[src/rtl/freq_meas_sched.sv]
// rtl/freq_meas_sched.sv - round-robin scheduler sharing one frequency-measurement core
module freq_meas_sched #(
  parameter int NUM_CH      = 4,
  parameter int CH_W        = 2,
  parameter int CNT_W       = 28,
  parameter int GATE_CYC    = 99_999_999,
  parameter int SETTLE_CYC  = 16,
  parameter int TIMEOUT_CYC = 250_000_000
) (
  input  logic              clk,
  input  logic              rst_n,
  input  logic [NUM_CH-1:0] req,
  output logic [NUM_CH-1:0] pending,
  output logic [CH_W-1:0]   ch_sel,
  output logic              meas_start,
  output logic              meas_abort,
  output logic [CNT_W-1:0]  meas_gate_len,
  input  logic              meas_done,
  input  logic [CNT_W-1:0]  meas_cnt_clk,
  input  logic [CNT_W-1:0]  meas_cnt_squ,
  output logic              res_valid,
  input  logic              res_ready,
  output logic [CH_W-1:0]   res_ch,
  output logic [CNT_W-1:0]  res_cnt_clk,
  output logic [CNT_W-1:0]  res_cnt_squ,
  output logic              res_err,
  output logic              busy
);

  localparam int SET_W = (SETTLE_CYC > 1) ? $clog2(SETTLE_CYC) : 1;
  localparam int TMO_W = $clog2(TIMEOUT_CYC + 1);

  typedef enum logic [2:0] {IDLE, SETTLE, START, WAIT, OUT} state_t;

  state_t             state_q, state_d;
  logic [NUM_CH-1:0]  pending_q, pending_d;
  logic [CH_W-1:0]    ch_sel_q, ch_sel_d;
  logic [CH_W-1:0]    last_q, last_d;
  logic [SET_W-1:0]   set_cnt_q, set_cnt_d;
  logic [TMO_W-1:0]   tmo_q, tmo_d;
  logic               start_q, start_d;
  logic               abort_q, abort_d;
  logic               res_valid_q, res_valid_d;
  logic [CH_W-1:0]    res_ch_q, res_ch_d;
  logic [CNT_W-1:0]   res_clk_q, res_clk_d;
  logic [CNT_W-1:0]   res_squ_q, res_squ_d;
  logic               res_err_q, res_err_d;
  logic [CH_W-1:0]    winner;
  logic               found;

  // Round-robin search starting after the last served channel; lowest offset wins
  always_comb begin
    winner = '0;
    found  = 1'b0;
    for (int k = NUM_CH; k >= 1; k--) begin
      logic [CH_W-1:0] idx;
      idx = CH_W'((int'(last_q) + k) % NUM_CH);
      if (pending_q[idx]) begin
        winner = idx;
        found  = 1'b1;
      end
    end
  end

  // Next-state, pending latch and result capture
  always_comb begin
    state_d     = state_q;
    pending_d   = pending_q;
    ch_sel_d    = ch_sel_q;
    last_d      = last_q;
    set_cnt_d   = set_cnt_q;
    tmo_d       = tmo_q;
    start_d     = 1'b0;
    abort_d     = 1'b0;
    res_valid_d = res_valid_q;
    res_ch_d    = res_ch_q;
    res_clk_d   = res_clk_q;
    res_squ_d   = res_squ_q;
    res_err_d   = res_err_q;

    // Accepted result clears its channel; a simultaneous request re-sets it
    for (int i = 0; i < NUM_CH; i++) begin
      if (res_valid_q && res_ready && (res_ch_q == CH_W'(i))) pending_d[i] = 1'b0;
    end
    pending_d = pending_d | req;

    case (state_q)
      IDLE: begin
        if (found) begin
          ch_sel_d  = winner;
          last_d    = winner;
          set_cnt_d = '0;
          state_d   = SETTLE;
        end
      end
      SETTLE: begin
        if (set_cnt_q == SET_W'(SETTLE_CYC - 1)) begin
          start_d = 1'b1;
          state_d = START;
        end else begin
          set_cnt_d = set_cnt_q + 1'b1;
        end
      end
      START: begin
        // tmo counts cycles since the start pulse, so WAIT cycle n holds n
        tmo_d   = TMO_W'(1);
        state_d = WAIT;
      end
      WAIT: begin
        if (meas_done) begin
          res_clk_d   = meas_cnt_clk;
          res_squ_d   = meas_cnt_squ;
          res_ch_d    = ch_sel_q;
          res_err_d   = 1'b0;
          res_valid_d = 1'b1;
          state_d     = OUT;
        end else if (tmo_q == TMO_W'(TIMEOUT_CYC - 1)) begin
          abort_d     = 1'b1;
          res_clk_d   = '0;
          res_squ_d   = '0;
          res_ch_d    = ch_sel_q;
          res_err_d   = 1'b1;
          res_valid_d = 1'b1;
          state_d     = OUT;
        end else begin
          tmo_d = tmo_q + 1'b1;
        end
      end
      OUT: begin
        if (res_ready) begin
          res_valid_d = 1'b0;
          state_d     = IDLE;
        end
      end
      default: state_d = IDLE;
    endcase
  end

  // State register; reset abandons any measurement in flight
  always_ff @(posedge clk or negedge rst_n) begin
    if (!rst_n) begin
      state_q     <= IDLE;
      pending_q   <= '0;
      ch_sel_q    <= '0;
      last_q      <= CH_W'(NUM_CH - 1);
      set_cnt_q   <= '0;
      tmo_q       <= '0;
      start_q     <= 1'b0;
      abort_q     <= 1'b0;
      res_valid_q <= 1'b0;
      res_ch_q    <= '0;
      res_clk_q   <= '0;
      res_squ_q   <= '0;
      res_err_q   <= 1'b0;
    end else begin
      state_q     <= state_d;
      pending_q   <= pending_d;
      ch_sel_q    <= ch_sel_d;
      last_q      <= last_d;
      set_cnt_q   <= set_cnt_d;
      tmo_q       <= tmo_d;
      start_q     <= start_d;
      abort_q     <= abort_d;
      res_valid_q <= res_valid_d;
      res_ch_q    <= res_ch_d;
      res_clk_q   <= res_clk_d;
      res_squ_q   <= res_squ_d;
      res_err_q   <= res_err_d;
    end
  end

  assign pending       = pending_q;
  assign ch_sel        = ch_sel_q;
  assign meas_start    = start_q;
  assign meas_abort    = abort_q;
  assign meas_gate_len = CNT_W'(GATE_CYC);
  assign res_valid     = res_valid_q;
  assign res_ch        = res_ch_q;
  assign res_cnt_clk   = res_clk_q;
  assign res_cnt_squ   = res_squ_q;
  assign res_err       = res_err_q;
  assign busy          = (state_q != IDLE);

endmodule

[config.mk]
export PLATFORM = sky130hd
export DESIGN_NAME = freq_meas_sched
export DESIGN_NICKNAME = d
export VERILOG_FILES = /design/src/rtl/freq_meas_sched.sv
export SDC_FILE = /design/constraint.sdc
export NUM_CORES = 1
export LEC_CHECK = 0
export BUFFER_PORTS_ARGS = -buffer_cell sky130_fd_sc_hd__buf_2
export CAP_MARGIN = 20
export CORE_MARGIN = 2
export CORE_UTILIZATION = 46
export DETAILED_ROUTE_END_ITERATION = 7
export GPL_TIMING_DRIVEN = 0
export PLACE_DENSITY = 0.82
export SLEW_MARGIN = 5
export SYNTH_ARGS = -nofsm -noshare
export SYNTH_HDL_FRONTEND = slang
export SYNTH_SLANG_ARGS = --single-unit
[constraint.sdc]
create_clock -name clk -period 2.26 [get_ports clk]
set_input_delay 0.226 -clock clk [delete_from_list [all_inputs] [get_ports clk]]
set_output_delay 0.226 -clock clk [all_outputs]
set_load 0.1 [all_outputs]
==> summary.txt <==
Detailed routing
  – Post-route ant nets: 0
  – Drt pass-1 iters: 5
  – Wire per inst: 17.49 um
  – Remaining DRCs: 0
  – Vias: 4463
  – Vias/cell: 5.759
  – 1st-iter DRT viols: 422
  – WL final: 13560 um

Timing
  – Skew final: 0.01560 ns
  – Max Clk Rate: 0.4121 GHz
  – Final worst slack: -0.1668 ns
  – Setup violators final: 50
  – Period minus WS final: 2.427 ns
  – Final Cycle Share: 1.074
  – Unrepaired setup endpoints after global routing: true
  – Fin Hold WS: 0.01692 ns
  – Worst-margin pin slew: 0.7735 ns
  – Rel. slew slack: 0.4843
  – Hold Vio Cnt, Final: 0
  – Final slew viol count: 0

Die
  – Die area: 0.01143 sq mm
  – Row count: 37
  – Core Area: 0.01032 sq mm
  – Chip height: 106.9 um
  – IO Count: 161
  – Initial Util: 0.4718
  – Die width: 106.9 um

Logic synthesis
  – Leading area contributor after synthesis: dfrtp_1
  – Post-Synth XOR/XNOR Area: 0.005394
  – Mapped cell area: 0.004871 sq mm
  – Post-synth EDFFs: 0
  – Post-synth top area share: 0.5292
  – Post-synth ARST share: 1.000
  – Adder-Cell Fraction of Synth Area: 0.005137
  – Post-Syn Instances: 437
  – Main flop type after synthesis: dfrtp_1
  – Synth Area in Compound Gates: 0.1888
  – Largest family of logic cells by synthesized area: compound AO/OA/AOI/OAI gates
  – Simple-gate area share of the yosys netlist: 0.1711
  – Sequential area share after synthesis: 0.5399
  – Avg Inst Size Synth: 11.15 sq um
  – Dominant cells by area after synthesis: dfrtp_1, a22o_1, buf_4
  – Netlist cell types: 64
  – Multiplexer area fraction after synthesis: 0.01490
  – Seq cells post-synth: 105
  – Synth warn: 0

Critical path
  – Crit-path cells: or4b_4, or4_4, o21ai_4, buf_12, buf_8, o21ai_2, a21oi_1
  – Setup CP Type: flip-flop to flip-flop
  – Buf/Inv on CP: 2
  – CP max stage cell: or4b_4
  – CP startpoint kind: flip-flop
  – Slowest cell delay on critical path: 0.60 ns
  – Critical path data arrival time: 2.72 ns
  – Worst Path Max Fanout: 7
  – Critical Path Stages: 7
  – Worst EP required: 2.55 ns
  – Crit. End Element: flip-flop
  – CP top delay family: simple AND/OR/NAND/NOR gates
  – Worst-case reg-to-reg path depth: 7

Final layout
  – N_diodes: 0
  – Reg area: 0.002631 sq mm
  – Post-Layout Cell Count: 775
  – # nets final: 700
  – Share of cells above drive strength 1: 0.4241
  – Fillers: 773
  – Footprint of the multi-input gates: 0.002147 sq mm
  – Area grow syn2layout: 33.96%
  – Util after Layout: 0.6320

GRT
  – GRT overflow: 0
  – Global-route wire length before repair: 20240 um
  – Vias in the first global route: 4303
  – All-Layer GR Usage: 0.2226
  – Initial antenna violation count: 0
  – Largest net degree at the start of global routing: 62

Hold path
  – Hold path depth: 2
  – Worst min path class: primary input to flip-flop

Power and ir drop
  – Sw frac: 0.5923
  – Comb power frac: 0.581
  – Pwr Density: 1507 mW/mm^2
  – Static leakage: 3.227 nW
  – VDD IR-drop max: 0.001452 V
  – Clock Power Share: 0.119
  – Switching power of the nets: 5.824 mW
  – Cell-internal power: 4.009 mW
  – Reg power frac: 0.300

Clocking
  – Worst-path clk slew: 0.12 ns
  – Clock buffer depth: 2
  – CTS root buf: clkbuf_8
  – CTS tree: done
  – Clock Sinks: 105
  – H-tree lvl count: 3
  – Worst-Skew Late Latency: 0.38 ns
  – TritonCTS Buffers: 9

Flow run
  – Max-Cap Viols: 0

Placed design
  – Number of I/O port buffers: 132
  – Placed insts: 732
  – Final HPWL DP: 8798 um
  – GPL Wtd Cong: 0.9001

Run status
  – Status: complete, but fails checks
  – Failing checks: setup timing
path summary, 6_finish.rpt:
| path | endpoint | slack (ns) | startpoint |
|---|---|---|---|
| setup reg to reg | tmo_q[13]$_DFFE_PN0P_ | -0.17 | tmo_q[16]$_DFFE_PN0P_ |
| setup / recovery | tmo_q[13]$_DFFE_PN0P_ | -0.17 | tmo_q[16]$_DFFE_PN0P_ |
| hold / removal | pending[3]$_DFF_PN0_ | 0.02 | req[3] |
| min in group asynchronous | tmo_q[22]$_DFFE_PN0P_ | 0.48 | rst_n |
| hold reg to reg | set_cnt_q[3]$_DFFE_PN0P_ | 0.49 | set_cnt_q[3]$_DFFE_PN0P_ |
| max in group asynchronous | last_q[0]$_DFFE_PN1P_ | 1.04 | rst_n |
final cells by class:
class,instances,area share
buffer,49,0.05849
clock buffer,9,0.01898
clock inverter,7,0.01304
inverter,6,0.003452
multi-input combinational,303,0.3291
sequential,105,0.4033
tap,136,0.02608
timing repair buffer,160,0.1477
sequential cells by signal, summed over array words and instances (netlist names):
| signal | count |
|---|---|
| state_q | 3 |
| res_ch | 2 |
| set_cnt_q | 4 |
| meas_start | 1 |
| res_err | 1 |
| res_cnt_clk | 28 |
| meas_abort | 1 |
| ch_sel | 2 |
| last_q | 2 |
| pending | 4 |
| tmo_q | 28 |
| res_cnt_squ | 28 |
| res_valid | 1 |
power groups by stage:
stage / combinational, mW / clock (mW) / sequential [mW]
final: 5.71 / 1.17 / 2.95
after global routing: 5.89 / 1.27 / 3.02
after CTS: 5.61 / 1.19 / 2.93
after detailed placement: 5.60 / 0 / 2.94
after global placement: 5.49 / 0 / 2.93
after floorplan: 1.16 / 0 / 6.41
synthesized netlist by cell type (all sizes together) (3+ instances only):
cell and instances:
xor2 3, nand3 16, o21a 4, nor3 5, a22o 57, or4 9
nor2b 3, inv 6, o31ai 5, nor4b 3, nand2 29, nand4 11
o21ai 21, and3 7, mux2i 5, and4 3, nor4 5, buf 37
o211ai 3, a21oi 22, nand2b 6, or3 13, nor2 15, or2 3
dfrtp 103, clkbuf 13
cells by family (layout without fill, tap and decap cells):
group,after synthesis,after routing
compound gates,124,124
buf+inv,56,231
other cells,2,28
fa+ha+maj,2,2
mux,7,7
xor+xnor,3,3
flops,105,105
simple gates,138,139
metal layers:
layer  wire [um]  GRT usage  part of all wire  vias up
met2        6731     0.3626              0.50      265
met5           0          0                 0        -
met4         461    0.09091             0.034        0
li1            -          -                 -     1971
met1        5315     0.2849              0.39     2179
met3        1050    0.05593             0.077       48
what timing repair did:
item,4_1_cts,5_1_grt
endpoints found under the setup margin,84,74
gates resized for setup,21,57
buffers inserted,10,10
endpoints found under the hold margin,60,0
gates cloned,2,5
pin swaps,11,40
hold buffers,1,0
per-stage QoR:
stage | area [sq um] | setup TNS, ns | worst slack [ns] | total power, mW
final | 6525 | -2.002 | -0.1668 | 9.833
after detailed placement | 5823 | -14.01 | -0.4653 | 8.537
after CTS | 6202 | -0.2290 | -0.03066 | 9.732
after global placement | 5801 | -20.35 | -0.3553 | 8.419
after global routing | 6525 | -4.013 | -0.1574 | 10.19
after floorplan | 4970 | 0 | 0.03485 | 7.570
cell usage in the layout (no fill, tap or decap), drive strengths merged, types with 13 or more instances in the layout:
| cell | count |
|---|---|
| dfrtp | 103 |
| nand2 | 29 |
| or3 | 13 |
| clkbuf | 23 |
| buf | 194 |
| o21ai | 21 |
| a22o | 57 |
| nand3 | 16 |
| a21oi | 22 |
| nor2 | 15 |
| conb | 28 |
Power figures use the tool's default switching activity.
